### config.mk
export PLATFORM = sky130hd
export DESIGN_NAME = capture_sequencer_flat
export DESIGN_NICKNAME = d
export VERILOG_FILES = /design/src/rtl/capture_sequencer_if.sv /design/src/rtl/capture_sequencer.sv /design/src/flat_wrapper.sv
export SDC_FILE = /design/constraint.sdc
export NUM_CORES = 1
export LEC_CHECK = 0
export CAP_MARGIN = 20
export CORE_MARGIN = 2
export CORE_UTILIZATION = 40
export CTS_CLUSTER_SIZE = 10
export DETAILED_ROUTE_END_ITERATION = 8
export GPL_TIMING_DRIVEN = 0
export PLACE_DENSITY = 0.75
export SLEW_MARGIN = 25
export SYNTH_ARGS = -nofsm -noshare
export SYNTH_HDL_FRONTEND = slang
export SYNTH_SLANG_ARGS = --single-unit
### constraint.sdc
create_clock -name clk -period 5.3 [get_ports clk]
set_input_delay 1.59 -clock clk [delete_from_list [all_inputs] [get_ports clk]]
set_output_delay 1.59 -clock clk [all_outputs]
set_load 0.05 [all_outputs]
### src/rtl/capture_sequencer_if.sv
// Sample RAM port and the streamed-sample handshake between the sequencer and the datapath.
// The master side is the sequencer; the slave side is the RAM plus the sample consumer.
interface capture_sequencer_if #(
    parameter int ADDR_W = 18
);
    logic              ram_we;
    logic              ram_en;
    logic [ADDR_W-1:0] ram_addr;
    logic [7:0]        ram_din;
    logic [7:0]        ram_dout;
    logic [7:0]        rd_data;
    logic              rd_valid;
    logic              rd_ready;

    modport master (
        output ram_we, ram_en, ram_addr, ram_din, rd_data, rd_valid,
        input  ram_dout, rd_ready
    );

    modport slave (
        input  ram_we, ram_en, ram_addr, ram_din, rd_data, rd_valid,
        output ram_dout, rd_ready
    );
endinterface

### src/rtl/capture_sequencer.sv
// Programs and arms the capture engine, waits for completion, then streams the circular
// sample buffer out oldest-first through a 2-entry FIFO while owning the RAM port.
//
//  state  | meaning
//  IDLE   | engine owns RAM, waiting for cmd_start
//  CONFIG | trigger/pretrig configs latched and stable
//  ARM    | cap_control[0] held high for ARM_CYCLES cycles
//  WAIT   | waiting for engine done (cap_status[2])
//  READ   | sequencer owns RAM, unrolling buffer from end_addr+1
//  FINISH | one-cycle done pulse
module capture_sequencer #(
    parameter int ADDR_W     = 18,
    parameter int ARM_CYCLES = 4
) (
    input  logic                 clk,
    input  logic                 resetn,
    input  logic                 cmd_start,
    input  logic                 cmd_abort,
    input  logic [31:0]          cfg_trigger,
    input  logic [ADDR_W-1:0]    cfg_pretrig,
    output logic [31:0]          cap_control,
    output logic [31:0]          cap_config0,
    output logic [31:0]          cap_config1,
    input  logic [31:0]          cap_status,
    input  logic [ADDR_W-1:0]    cap_end_addr,
    input  logic                 cap_we,
    input  logic                 cap_en,
    input  logic [ADDR_W-1:0]    cap_addr,
    input  logic [7:0]           cap_dout,
    capture_sequencer_if.master  bus,
    output logic                 busy,
    output logic                 done,
    output logic [2:0]           state
);

    typedef enum logic [2:0] {
        IDLE   = 3'd0,
        CONFIG = 3'd1,
        ARM    = 3'd2,
        WAIT   = 3'd3,
        READ   = 3'd4,
        FINISH = 3'd5
    } state_t;

    localparam int                ARM_W    = (ARM_CYCLES > 1) ? $clog2(ARM_CYCLES) : 1;
    localparam logic [ARM_W-1:0]  ARM_LOAD = ARM_W'(ARM_CYCLES - 1);
    localparam logic [ARM_W-1:0]  ARM_ONE  = ARM_W'(1);
    localparam logic [ADDR_W:0]   DEPTH_C  = {1'b1, {ADDR_W{1'b0}}};
    localparam logic [ADDR_W:0]   CNT_ONE  = {{ADDR_W{1'b0}}, 1'b1};
    localparam logic [ADDR_W-1:0] ADDR_ONE = {{(ADDR_W-1){1'b0}}, 1'b1};

    state_t            state_q, state_nxt;
    logic [ARM_W-1:0]  arm_cnt;
    logic [ADDR_W-1:0] rd_addr;
    logic [ADDR_W:0]   issue_left;
    logic [ADDR_W:0]   xfer_left;
    logic              infl;
    logic [1:0]        occ;
    logic              wr_ptr, rd_ptr;
    logic [7:0]        fifo_mem [0:1];
    logic              abort_q;
    logic [31:0]       cfg0;
    logic [ADDR_W-1:0] cfg1;

    logic              abort_take;
    logic              pop;
    logic              issue;
    logic [1:0]        room_used;
    logic              own_ram;
    logic              unused_status;

    assign unused_status = ^{cap_status[31:3], cap_status[1:0]};

    always_comb begin
        state_nxt  = state_q;
        abort_take = cmd_abort && (state_q != IDLE);
        pop        = (occ != 2'd0) && bus.rd_ready;
        // a slot freed by this cycle's pop may be refilled immediately, keeping one sample per cycle
        room_used  = occ + {1'b0, infl} - {1'b0, pop};
        issue      = (state_q == READ) && (issue_left != '0) && (room_used < 2'd2);
        case (state_q)
            IDLE:    if (cmd_start) state_nxt = CONFIG;
            CONFIG:  state_nxt = ARM;
            ARM:     if (arm_cnt == '0) state_nxt = WAIT;
            WAIT:    if (cap_status[2]) state_nxt = READ;
            READ:    if (pop && (xfer_left == CNT_ONE)) state_nxt = FINISH;
            FINISH:  state_nxt = IDLE;
            default: state_nxt = IDLE;
        endcase
        if (abort_take) state_nxt = IDLE;
    end

    always_ff @(posedge clk) begin
        if (!resetn) begin
            state_q    <= IDLE;
            arm_cnt    <= '0;
            rd_addr    <= '0;
            issue_left <= '0;
            xfer_left  <= '0;
            infl       <= 1'b0;
            occ        <= 2'd0;
            wr_ptr     <= 1'b0;
            rd_ptr     <= 1'b0;
            abort_q    <= 1'b0;
            cfg0       <= '0;
            cfg1       <= '0;
        end else begin
            state_q <= state_nxt;
            abort_q <= abort_take;
            if ((state_q == IDLE) && cmd_start) begin
                cfg0 <= cfg_trigger;
                cfg1 <= cfg_pretrig;
            end
            if (state_q == CONFIG)
                arm_cnt <= ARM_LOAD;
            else if ((state_q == ARM) && (arm_cnt != '0))
                arm_cnt <= arm_cnt - ARM_ONE;
            if (abort_take) begin
                infl       <= 1'b0;
                occ        <= 2'd0;
                wr_ptr     <= 1'b0;
                rd_ptr     <= 1'b0;
                issue_left <= '0;
                xfer_left  <= '0;
            end else begin
                infl <= issue;
                if ((state_q == WAIT) && cap_status[2]) begin
                    rd_addr    <= cap_end_addr + ADDR_ONE;
                    issue_left <= DEPTH_C;
                    xfer_left  <= DEPTH_C;
                end
                if (issue) begin
                    rd_addr    <= rd_addr + ADDR_ONE;
                    issue_left <= issue_left - CNT_ONE;
                end
                if (infl) wr_ptr <= ~wr_ptr;
                if (pop) begin
                    rd_ptr    <= ~rd_ptr;
                    xfer_left <= xfer_left - CNT_ONE;
                end
                occ <= occ + {1'b0, infl} - {1'b0, pop};
            end
        end
    end

    always_ff @(posedge clk) begin
        if (infl) fifo_mem[wr_ptr] <= bus.ram_dout;
    end

    assign own_ram      = (state_q == READ);
    assign bus.ram_we   = own_ram ? 1'b0    : cap_we;
    assign bus.ram_en   = own_ram ? issue   : cap_en;
    assign bus.ram_addr = own_ram ? rd_addr : cap_addr;
    assign bus.ram_din  = own_ram ? 8'h00   : cap_dout;

    assign bus.rd_valid = (occ != 2'd0);
    assign bus.rd_data  = (occ != 2'd0) ? fifo_mem[rd_ptr] : 8'h00;

    assign cap_control = {30'd0, abort_q, (state_q == ARM)};
    assign cap_config0 = cfg0;
    assign cap_config1 = {{(32-ADDR_W){1'b0}}, cfg1};
    assign busy        = (state_q != IDLE);
    assign done        = (state_q == FINISH);
    assign state       = state_q;

endmodule
### src/flat_wrapper.sv
// flat-port wrapper written by rule: the top's interface ports become plain ports
module capture_sequencer_flat 
#(
    parameter int ADDR_W     = 18,
    parameter int ARM_CYCLES = 4
)
  (clk, resetn, cmd_start, cmd_abort, cfg_trigger, cfg_pretrig, cap_control, cap_config0, cap_config1, cap_status, cap_end_addr, cap_we, cap_en, cap_addr, cap_dout, busy, done, state, bus_ram_we, bus_ram_en, bus_ram_addr, bus_ram_din, bus_rd_data, bus_rd_valid, bus_ram_dout, bus_rd_ready);
  capture_sequencer_if #(.ADDR_W(ADDR_W)) bus_i ();
  input  logic clk;
  input  logic resetn;
  input  logic cmd_start;
  input  logic cmd_abort;
  input  logic [31:0] cfg_trigger;
  input  logic [ADDR_W-1:0] cfg_pretrig;
  output logic [31:0] cap_control;
  output logic [31:0] cap_config0;
  output logic [31:0] cap_config1;
  input  logic [31:0] cap_status;
  input  logic [ADDR_W-1:0] cap_end_addr;
  input  logic cap_we;
  input  logic cap_en;
  input  logic [ADDR_W-1:0] cap_addr;
  input  logic [7:0] cap_dout;
  output logic busy;
  output logic done;
  output logic [2:0] state;
  output wire logic [$bits(bus_i.ram_we)-1:0] bus_ram_we;
  output wire logic [$bits(bus_i.ram_en)-1:0] bus_ram_en;
  output wire logic [$bits(bus_i.ram_addr)-1:0] bus_ram_addr;
  output wire logic [$bits(bus_i.ram_din)-1:0] bus_ram_din;
  output wire logic [$bits(bus_i.rd_data)-1:0] bus_rd_data;
  output wire logic [$bits(bus_i.rd_valid)-1:0] bus_rd_valid;
  input wire logic [$bits(bus_i.ram_dout)-1:0] bus_ram_dout;
  input wire logic [$bits(bus_i.rd_ready)-1:0] bus_rd_ready;
  assign bus_ram_we = bus_i.ram_we;
  assign bus_ram_en = bus_i.ram_en;
  assign bus_ram_addr = bus_i.ram_addr;
  assign bus_ram_din = bus_i.ram_din;
  assign bus_rd_data = bus_i.rd_data;
  assign bus_rd_valid = bus_i.rd_valid;
  assign bus_i.ram_dout = bus_ram_dout;
  assign bus_i.rd_ready = bus_rd_ready;
  capture_sequencer #(.ADDR_W(ADDR_W), .ARM_CYCLES(ARM_CYCLES)) u_core (.clk(clk), .resetn(resetn), .cmd_start(cmd_start), .cmd_abort(cmd_abort), .cfg_trigger(cfg_trigger), .cfg_pretrig(cfg_pretrig), .cap_control(cap_control), .cap_config0(cap_config0), .cap_config1(cap_config1), .cap_status(cap_status), .cap_end_addr(cap_end_addr), .cap_we(cap_we), .cap_en(cap_en), .cap_addr(cap_addr), .cap_dout(cap_dout), .bus(bus_i), .busy(busy), .done(done), .state(state));
endmodule
==> impl_metrics.py, run 1 <==
metrics = {
    "outcome": {
        "status": "completed",
    },
    "detailed_routing": {
        "dr.max_layer_used": "met4",
        "drtIter0Drc": 549,
        "wl_per_cell_um": 15.35,
        "vias": 7259,
        "drt-met1-wl_um": 9054,
        "viasPerCell": 5.181,
        "drt_pass1_iterations": 7,
        "route.met3.wl_um": 1960,
        "detail-route-antenna-nets": 0,
        "drc_errors": 0,
        "wl_um": 21500,
        "met2_length_um": 10170,
    },
    "setup_path": {
        "crit_path_max_fanout": 10,
        "worstReg2RegStart": "u_core.issue_left[8]",
        "ff2ff_path_depth": 14,
        "slowest_delay_ns": 0.27,
        "path_class": "in2out",
        "worstSetupEndpointType": "primary output",
        "crit_buf_inv": 4,
        "path_delay_family": "buffers and inverters",
        "cp.arrival_ns": 3.37,
        "regToRegSetupSlack_ns": 0.94,
        "worst_path_most_repeated_cell": "buf_4",
        "cp_cell_sequence": "dlymetal6s2s_1 -> o21a_4 -> xor2_1 -> ha_2 -> xor2_4 -> nand2_2 -> buf_4 -> buf_4 -> nand2_1 -> buf_6",
        "worst_path_max_delay_cell": "ha_2",
        "critPathLaunchType": "input pin",
        "rr_endpoint": "u_core.rd_addr[16]",
        "required_ns": 3.71,
    },
    "timing": {
        "layout_setup_ws_ns": 0.3382,
        "worstMarginPinSlew_ns": 0.7927,
        "setup_viol_count_final": 0,
        "rsz0062_at_grt": "no",
        "hold_viol": 0,
        "finalCritPeriodShare_pct": 93.62,
        "fin_skew_ns": 0.006099,
        "final_max_slew_viol_count": 0,
        "fin_setup_tns_ns": 0,
        "fmax_mhz": 201.5,
        "period_needed_ns": 4.962,
        "relSlewSlack_pct": 47.15,
    },
    "die": {
        "ios": 279,
        "die_h_um": 136.2,
        "row_count": 48,
        "core_area_sq_um": 17180,
        "start_util_pct": 40.67,
        "fp.dieW_um": 136.2,
        "die_area_sq_um": 18540,
    },
    "yosys": {
        "synth_common_cells": "nand2_1, dfxtp_1, a21oi_1, nor2_1, buf_4",
        "async_flop_share_pct": 0,
        "synth.distinct_cells": 70,
        "ys_ff_latch": 134,
        "synth_edf_count": 16,
        "ys_seq_area_share_pct": 40.69,
        "netlist.area_leader.share_pct": 33.82,
        "synth_most_common_cell": "nand2_1",
        "synth_ff_type": "dfxtp_1",
        "synth_cells": 900,
        "avgSynthCellArea_sq_um": 7.762,
        "ys_warn_count": 0,
        "syn_area_sq_um": 6985,
        "synthTopCellsByArea": "dfxtp_1, nand2_1, edfxtp_1, a21oi_1, buf_4",
        "synth_top_area_cell": "dfxtp_1",
    },
    "cells_and_area": {
        "num_antenna_cells": 0,
        "synthToLayoutAreaGrowth_pct": 44.71,
        "fillers": 1531,
        "drive_above_1_share_pct": 9.694,
        "layout.nets": 1310,
        "finish.instance_area_sq_um": 10110,
        "fin_cells": 1401,
        "fin_util_pct": 58.85,
    },
    "global_route": {
        "overflow": 0,
        "grt_max_degree": 17,
        "grt_pass1_vias": 6433,
        "antenna_found_initial": 0,
        "groute.usage.overall_pct": 22.30,
        "grt_pass1_wl_um": 32610,
    },
    "flow_run": {
        "maxCapViolations": 0,
    },
    "pwr": {
        "combPwrFrac_pct": 23.5,
        "p_per_area_nw_per_um2": 297.5,
        "clockPowerShare_pct": 40.1,
        "intPower_mw": 2.062,
        "sequentialPowerShare_pct": 36.4,
        "swShare_pct": 31.43,
        "max-vdd-ir-drop_mv": 0.2289,
        "p_leak_nw": 3.861,
        "p_sw_uw": 945.4,
    },
    "min_path": {
        "worstHoldEndpoint": "u_core.cap_config0[16]",
        "worstHoldPathCells": 2,
        "hold_path_class": "reg2reg",
        "min_from": "u_core.cap_config0[16]",
    },
    "place": {
        "hpwl_um": 15610,
        "io_buffers": 202,
        "dp.cells": 1370,
        "place_ws_ns": -1.142,
        "placed_cell_area_sq_um": 9457,
        "gp_congestion": 0.9597,
    },
    "cts": {
        "clk_latency_ns": 0.43,
        "htreeDepth": 4,
        "numCtsBuffers": 17,
        "cts.clk_slew.worst_paths_ns": 0.06,
        "cts_sinks": 134,
        "clockBufferDepth": 2,
        "cts_tree": "built",
        "cts_root_buf": "clkbuf_16",
    },
}
layer usage:
layer | vias to the layer above | GRT usage (%)
li1 | 3591 | -
met1 | 3309 | 28.65
met2 | 329 | 36.96
met3 | 30 | 6.301
met4 | 0 | 5.498
met5 | - | 0
logic make-up (layout without fill, tap and decap cells):
group,count (synthesis),after routing,share of synthesized area [%]
AOI/OAI and AO/OA,190,190,16.91
xor gates and xnor gates,15,15,1.881
adders and majority gates,6,6,1.075
buffers and inverters,108,341,8.597
DFF,134,134,40.70
muxes,14,14,2.114
other,1,44,0.05368
and+or+nand+nor,432,432,28.68
tightest hold or removal path: stages, from the launching register on:
cell     delay (ns)
dfxtp_1        0.31
nand2_1        0.05
a21oi_1        0.05
sequential cells by signal (all words and copies together), names as in the netlist, named ones only:
name	flops
u_core.cap_config0	32
u_core.issue_left	19
u_core.xfer_left	19
u_core.cfg1	18
u_core.rd_addr	18
u_core.fifo_mem	16
u_core.state	3
u_core.arm_cnt	2
u_core.occ	2
u_core.abort_q	1
u_core.infl	1
u_core.rd_ptr	1
u_core.wr_ptr	1
cells in the final DEF (no fill, tap or decap), drive strengths merged, types with 19 or more instances in the layout:
cell / Yosys / routed
nand3: 19 / 19
a21oi: 93 / 93
dfxtp: 118 / 118
clkbuf: 42 / 62
nor3: 19 / 19
clkdlybuf4s50: 0 / 200
nor2: 88 / 88
buf: 54 / 56
conb: 1 / 44
nand2: 205 / 205
o21ai: 28 / 28
timing repair:
item	CTS	global route
resized for setup	15	2
setup buffers	1	0
endpoints found under the setup margin	5	4
pin swaps	1	0
hold buffers	0	0
power by group through the flow:
stage          Combinational (mW)  Sequential [mW]  Clock, mW
6_report                    0.707             1.09       1.21
5_1_grt                     0.749             1.10       1.26
4_1_cts                     0.707             1.09       1.22
3_5_place_dp                0.704             1.12          0
3_3_place_gp                0.699             1.11          0
2_1_floorplan               0.318             1.25          0
cell type report:
| type | instances | area (sq um) | area share, % |
|---|---|---|---|
| Buffer | 94 | 548.0 | 5.421 |
| Clock inverter | 10 | 118.9 | 1.176 |
| Clock buffer | 22 | 485.5 | 4.803 |
| Timing Repair Buffer | 203 | 2033 | 20.11 |
| Inverter | 12 | 45.04 | 0.4456 |
| Tap cell | 225 | 281.5 | 2.785 |
| Multi-Input combinational cell | 701 | 3754 | 37.13 |
| Sequential cell | 134 | 2843 | 28.12 |
metrics by stage:
| stage | power (mW) | hold slack, ns |
|---|---|---|
| final | 3.008 | 0.4520 |
| after CTS | 3.020 | 0.4533 |
| after detailed placement | 1.819 | 0.4453 |
| after floorplan | 1.565 | 0.4505 |
| after global routing | 3.111 | 0.4668 |
| after global placement | 1.813 | 0.4404 |
worst max-delay path by stage:
stage | startpoint | end | slack, ns | cells past startpoint
after floorplan | bus_rd_ready | bus_ram_en | 0.42 | 8
after global placement | bus_rd_ready | bus_ram_en | -1.17 | 10
after detailed placement | bus_rd_ready | bus_ram_en | -1.14 | 10
after CTS | bus_rd_ready | bus_ram_en | 0.005 | 10
after global routing | bus_rd_ready | bus_ram_en | 0.20 | 10
final | bus_rd_ready | bus_ram_en | 0.34 | 10
Note: power is estimated with default switching activity, not from simulation.
==> run 2, diff against run 1 <==
--- a/config.mk
+++ b/config.mk
@@ -12,6 +12,7 @@
 export DETAILED_ROUTE_END_ITERATION = 8
 export GPL_TIMING_DRIVEN = 0
 export PLACE_DENSITY = 0.75
+export SKIP_CTS_REPAIR_TIMING = 1
 export SLEW_MARGIN = 25
 export SYNTH_ARGS = -nofsm -noshare
 export SYNTH_HDL_FRONTEND = slang
==> run 2 against run 1 <==
Net effect:
- routed wire length decreased by 0.11%
- sequential share of layout area fell by 0.052 points
- global-route usage down 0.075 points
- clock power about the same
- clock skew is 0.00068 ns higher
==> impl_metrics.py, run 2 (synthesis gave the netlist of run 1 again) <==
metrics = {
    "cells_and_area": {
        "drive_above_1_share_pct": 9.831,
        "num_antenna_cells": 0,
        "finish.instance_area_sq_um": 10130,
        "fin_util_pct": 58.96,
        "largest_reg_flops": 32,
        "layout.nets": 1314,
        "final_common_cell": "nand2_1",
        "final_cell_mix": "nand2_1, clkdlybuf4s50_1, dfxtp_1, a21oi_1, nor2_1",
        "synthToLayoutAreaGrowth_pct": 44.98,
        "fin_cells": 1405,
    },
    "outcome": {
        "status": "completed",
    },
    "die": {
        "core_area_sq_um": 17180,
        "die_area_sq_um": 18540,
        "start_util_pct": 40.67,
        "fp.dieW_um": 136.2,
        "row_count": 48,
        "ios": 279,
        "die_h_um": 136.2,
    },
    "timing": {
        "rsz0062_at_grt": "no",
        "setup_viol_count_final": 0,
        "finalCritPeriodShare_pct": 95.84,
        "period_needed_ns": 5.080,
        "fin_setup_tns_ns": 0,
        "relSlewSlack_pct": 50.62,
        "hold_ws_ns": 0.4519,
        "final_max_slew_viol_count": 0,
        "worstMarginPinSlew_ns": 0.7392,
        "fin_skew_ns": 0.006780,
        "fmax_mhz": 196.9,
        "hold_viol": 0,
    },
    "setup_path": {
        "worstSetupEndpointType": "primary output",
        "required_ns": 3.71,
        "crit_path_max_fanout": 10,
        "cp.arrival_ns": 3.49,
        "critPathLaunchType": "input pin",
        "path_class": "in2out",
    },
    "pwr": {
        "intPower_mw": 2.062,
        "p_leak_nw": 3.873,
        "combPwrFrac_pct": 23.5,
        "p_per_area_nw_per_um2": 296.5,
        "swShare_pct": 31.34,
        "max-vdd-ir-drop_mv": 0.2279,
        "clockPowerShare_pct": 40.0,
        "sequentialPowerShare_pct": 36.4,
        "p_sw_uw": 941.1,
    },
    "place": {
        "placed_cell_area_sq_um": 9457,
        "hpwl_um": 15610,
        "dp.cells": 1370,
        "gp_congestion": 0.9597,
        "io_buffers": 202,
    },
    "detailed_routing": {
        "drtIter0Drc": 592,
        "wl_per_cell_um": 15.29,
        "drc_errors": 0,
        "drt_pass1_iterations": 5,
        "wl_um": 21480,
        "viasPerCell": 5.137,
        "vias": 7217,
        "detail-route-antenna-nets": 0,
    },
    "cts": {
        "clk_latency_ns": 0.42,
        "cts_sinks": 134,
        "htreeDepth": 4,
        "numCtsBuffers": 17,
        "cts_root_buf": "clkbuf_16",
        "cts.clk_slew.worst_paths_ns": 0.06,
        "cts_tree": "built",
        "clockBufferDepth": 2,
    },
    "global_route": {
        "overflow": 0,
        "groute.usage.overall_pct": 22.22,
        "grt_pass1_vias": 6428,
        "antenna_found_initial": 0,
        "grt_pass1_wl_um": 32510,
        "grt_max_degree": 17,
    },
    "flow_run": {
        "maxCapViolations": 0,
    },
    "min_path": {
        "hold_path_class": "reg2reg",
    },
}
run 2: changes by cell type in the layout (fill, tap and decap cells not counted), sizes merged:
cell    change
clkbuf      +1
buf         +3
run 2: layout make-up:
class / instances / area [sq um]
inverter: 12 / 45.04
fill: 1530 / 7049
clock buffer: 22 / 485.5
multi-input combinational: 701 / 3750
sequential: 134 / 2843
tap: 225 / 281.5
timing repair buffer: 206 / 2052
clock inverter: 10 / 118.9
buffer: 95 / 551.8
run 2: path summary, 6_finish.rpt:
check | slack [ns] | cells past startpoint | to | from
setup / recovery | 0.22 | 10 | bus_ram_en | bus_rd_ready
hold reg to reg | 0.45 | 2 | u_core.cap_config0[16] | u_core.cap_config0[16]
hold / removal | 0.45 | 2 | u_core.cap_config0[16] | u_core.cap_config0[16]
setup reg to reg | 0.81 | 15 | u_core.rd_addr[16] | u_core.issue_left[8]
run 2: power groups by stage:
stage | logic, mW | registers, mW | clock network, mW
CTS | 0.707 | 1.09 | 1.22
finish | 0.707 | 1.09 | 1.20
detailed placement | 0.704 | 1.12 | 0
global placement | 0.699 | 1.11 | 0
global route | 0.749 | 1.10 | 1.26
floorplan | 0.318 | 1.25 | 0
run 2: metrics by stage:
step / power [mW] / setup slack [ns]
after global placement: 1.813 / -1.168
after detailed placement: 1.819 / -1.142
after CTS: 3.019 / -1.148
after floorplan: 1.565 / 0.4199
after global routing: 3.111 / 0.08190
final: 3.003 / 0.2204
run 2: worst max-delay path, stage by stage:
cell and delay, ns:
dlymetal6s2s_1 0.17, o21a_4 0.20, xor2_1 0.17, ha_2 0.28
xor2_4 0.26, nand2_2 0.13, buf_4 0.21, buf_4 0.21
nand2_1 0.07, buf_4 0.19
run 2: routing by layer:
| layer | track usage [%] | routed length (um) |
|---|---|---|
| met5 | 0 | 0 |
| met2 | 36.96 | 10180 |
| met1 | 28.31 | 9124 |
| met3 | 6.525 | 1878 |
| met4 | 5.440 | 295 |
==> run 3, diff against run 2 <==
--- a/config.mk
+++ b/config.mk
@@ -12,7 +12,10 @@
 export DETAILED_ROUTE_END_ITERATION = 8
 export GPL_TIMING_DRIVEN = 0
 export PLACE_DENSITY = 0.75
+export REMOVE_ABC_BUFFERS = 1
+export SETUP_SLACK_MARGIN = 0.4
 export SKIP_CTS_REPAIR_TIMING = 1
+export SKIP_LAST_GASP = 1
 export SLEW_MARGIN = 25
 export SYNTH_ARGS = -nofsm -noshare
 export SYNTH_HDL_FRONTEND = slang
==> run 3 against run 2 <==
Net effect:
- first-iteration DRC count grew 2.9%
- maximum frequency rose by 4.1%
- highest routed layer unchanged
- critical path depth decreased by 3
- count of clock-buffer cells in the layout down 3
- die area did not move
- critical endpoint unchanged
- cell count is 6.0% lower
- register-to-register slack gained 0.41 ns
- combinational power fell by 5.5%
- clock power decreased by 7%
- largest power group unchanged
- routed wire length shrank 9.2%
- via count fell by 3.5%
==> impl_metrics.py, run 3 (synthesis gave the netlist of run 1 again) <==
metrics = {
    "outcome": {
        "status": "completed",
    },
    "global_route": {
        "grt_pass1_vias": 6180,
        "grt_max_degree": 64,
        "antenna_found_initial": 0,
        "groute.usage.overall_pct": 20.25,
        "grt_pass1_wl_um": 30380,
        "overflow": 0,
    },
    "place": {
        "placed_cell_area_sq_um": 8976,
        "io_buffers": 203,
        "gp_congestion": 0.8859,
        "hpwl_um": 12820,
    },
    "timing": {
        "fmax_mhz": 204.9,
        "final_max_slew_viol_count": 0,
        "period_needed_ns": 4.881,
        "rsz0062_at_grt": "no",
        "fin_skew_ns": 0.008250,
        "relSlewSlack_pct": 33.51,
        "finalCritPeriodShare_pct": 92.09,
        "setup_viol_count_final": 0,
        "hold_viol": 0,
        "worstMarginPinSlew_ns": 0.9963,
    },
    "pwr": {
        "p_per_area_nw_per_um2": 297.1,
        "swShare_pct": 32.60,
        "combPwrFrac_pct": 23.2,
        "intPower_mw": 1.938,
        "p_leak_nw": 3.593,
        "p_sw_uw": 937.7,
        "sequentialPowerShare_pct": 38.2,
        "max-vdd-ir-drop_mv": 0.2473,
        "clockPowerShare_pct": 38.6,
    },
    "setup_path": {
        "worstSetupEndpointType": "primary output",
        "path_class": "in2out",
        "crit_path_max_fanout": 16,
        "cp.arrival_ns": 3.29,
        "required_ns": 3.71,
        "critPathLaunchType": "input pin",
    },
    "die": {
        "start_util_pct": 40.67,
        "ios": 279,
        "core_area_sq_um": 17180,
        "die_area_sq_um": 18540,
        "die_h_um": 136.2,
        "fp.dieW_um": 136.2,
        "row_count": 48,
    },
    "cells_and_area": {
        "layout.nets": 1230,
        "synthToLayoutAreaGrowth_pct": 38.56,
        "finish.instance_area_sq_um": 9679,
        "drive_above_1_share_pct": 7.208,
        "final_common_cell": "nand2_1",
        "num_antenna_cells": 0,
        "largest_reg_flops": 32,
        "fin_util_pct": 56.35,
        "final_cell_mix": "nand2_1, clkdlybuf4s50_1, dfxtp_1, a21oi_1, nor2_1",
        "fillers": 1620,
    },
    "cts": {
        "cts_sinks": 134,
        "cts.clk_slew.worst_paths_ns": 0.06,
        "clockBufferDepth": 2,
        "htreeDepth": 4,
        "clk_latency_ns": 0.42,
        "cts_root_buf": "clkbuf_16",
        "cts_tree": "built",
        "numCtsBuffers": 17,
    },
    "flow_run": {
        "maxCapViolations": 0,
    },
    "detailed_routing": {
        "wl_per_cell_um": 14.76,
        "viasPerCell": 5.274,
        "wl_um": 19500,
        "drc_errors": 0,
        "drt_pass1_iterations": 6,
        "drtIter0Drc": 609,
        "detail-route-antenna-nets": 0,
        "vias": 6967,
    },
    "min_path": {
        "hold_path_class": "reg2reg",
    },
}
==> run 3: changes by cell type in the layout (fill, tap and decap cells not counted), moves of 3 or more <==
cell      delta
clkbuf_1    -43
nor2_2       +3
buf_2        -3
buf_12       +3
buf_4       -43
==> run 3: path summary, 6_finish.rpt <==
check                          endpoint  slack [ns]             startpoint  cells after the start
setup / recovery             bus_ram_en        0.42           bus_rd_ready                      7
hold reg to reg   u_core.cap_config0[9]        0.45  u_core.cap_config0[9]                      2
hold / removal    u_core.cap_config0[9]        0.45  u_core.cap_config0[9]                      2
setup reg to reg     u_core.rd_addr[16]        1.22   u_core.issue_left[8]                     12
==> run 3: final cells by class <==
cell class	instances	area, sq um	area share (%)
flip-flops and latches	134	2843	29.37
well taps	225	281.5	2.908
inverters	12	47.55	0.4912
repair buffers	214	2152	22.23
clock inverters	13	96.34	0.9953
multi-input cells	704	3795	39.21
clock buffers	19	464.2	4.796
==> run 3: through the flow <==
| stage | power (mW) | instances | TNS [ns] | worst slack, ns | hold WS [ns] |
|---|---|---|---|---|---|
| 2_1_floorplan | 1.524 | 847 | 0 | 0.4317 | 0.4505 |
| 5_1_grt | 2.999 | 1321 | 0 | 0.3346 | 0.4651 |
| 6_report | 2.876 | 1321 | 0 | 0.4191 | 0.4522 |
| 3_5_place_dp | 1.790 | 1278 | -5.194 | -1.350 | 0.4466 |
| 3_3_place_gp | 1.770 | 1275 | -4.974 | -1.297 | 0.4411 |
| 4_1_cts | 2.908 | 1310 | -2.547 | -1.372 | 0.4556 |
==> run 3: routing by layer <==
| metal | up-vias | routed length [um] | share of wire, % | global-route usage (%) |
|---|---|---|---|---|
| met3 | 33 | 1551 | 8.0 | 5.406 |
| met1 | 3195 | 8188 | 42 | 26.20 |
| met4 | 0 | 254 | 1.3 | 4.514 |
| li1 | 3427 | - | - | - |
| met2 | 312 | 9509 | 49 | 33.81 |
| met5 | - | 0 | 0 | 0 |
==> run 3: power by group through the flow <==
stage	sequential (mW)	clock, mW	combinational (mW)
after floorplan	1.25	0	0.271
after global placement	1.12	0	0.651
after detailed placement	1.12	0	0.670
after CTS	1.10	1.14	0.673
after global routing	1.10	1.18	0.712
final	1.10	1.11	0.668
==> run 3: critical path: stages <==
cell	delay (ns)
dlymetal6s2s_1	0.18
nor4bb_1	0.17
a21oi_1	0.50
xor2_4	0.38
nand2_8	0.16
nand2_1	0.10
buf_4	0.20
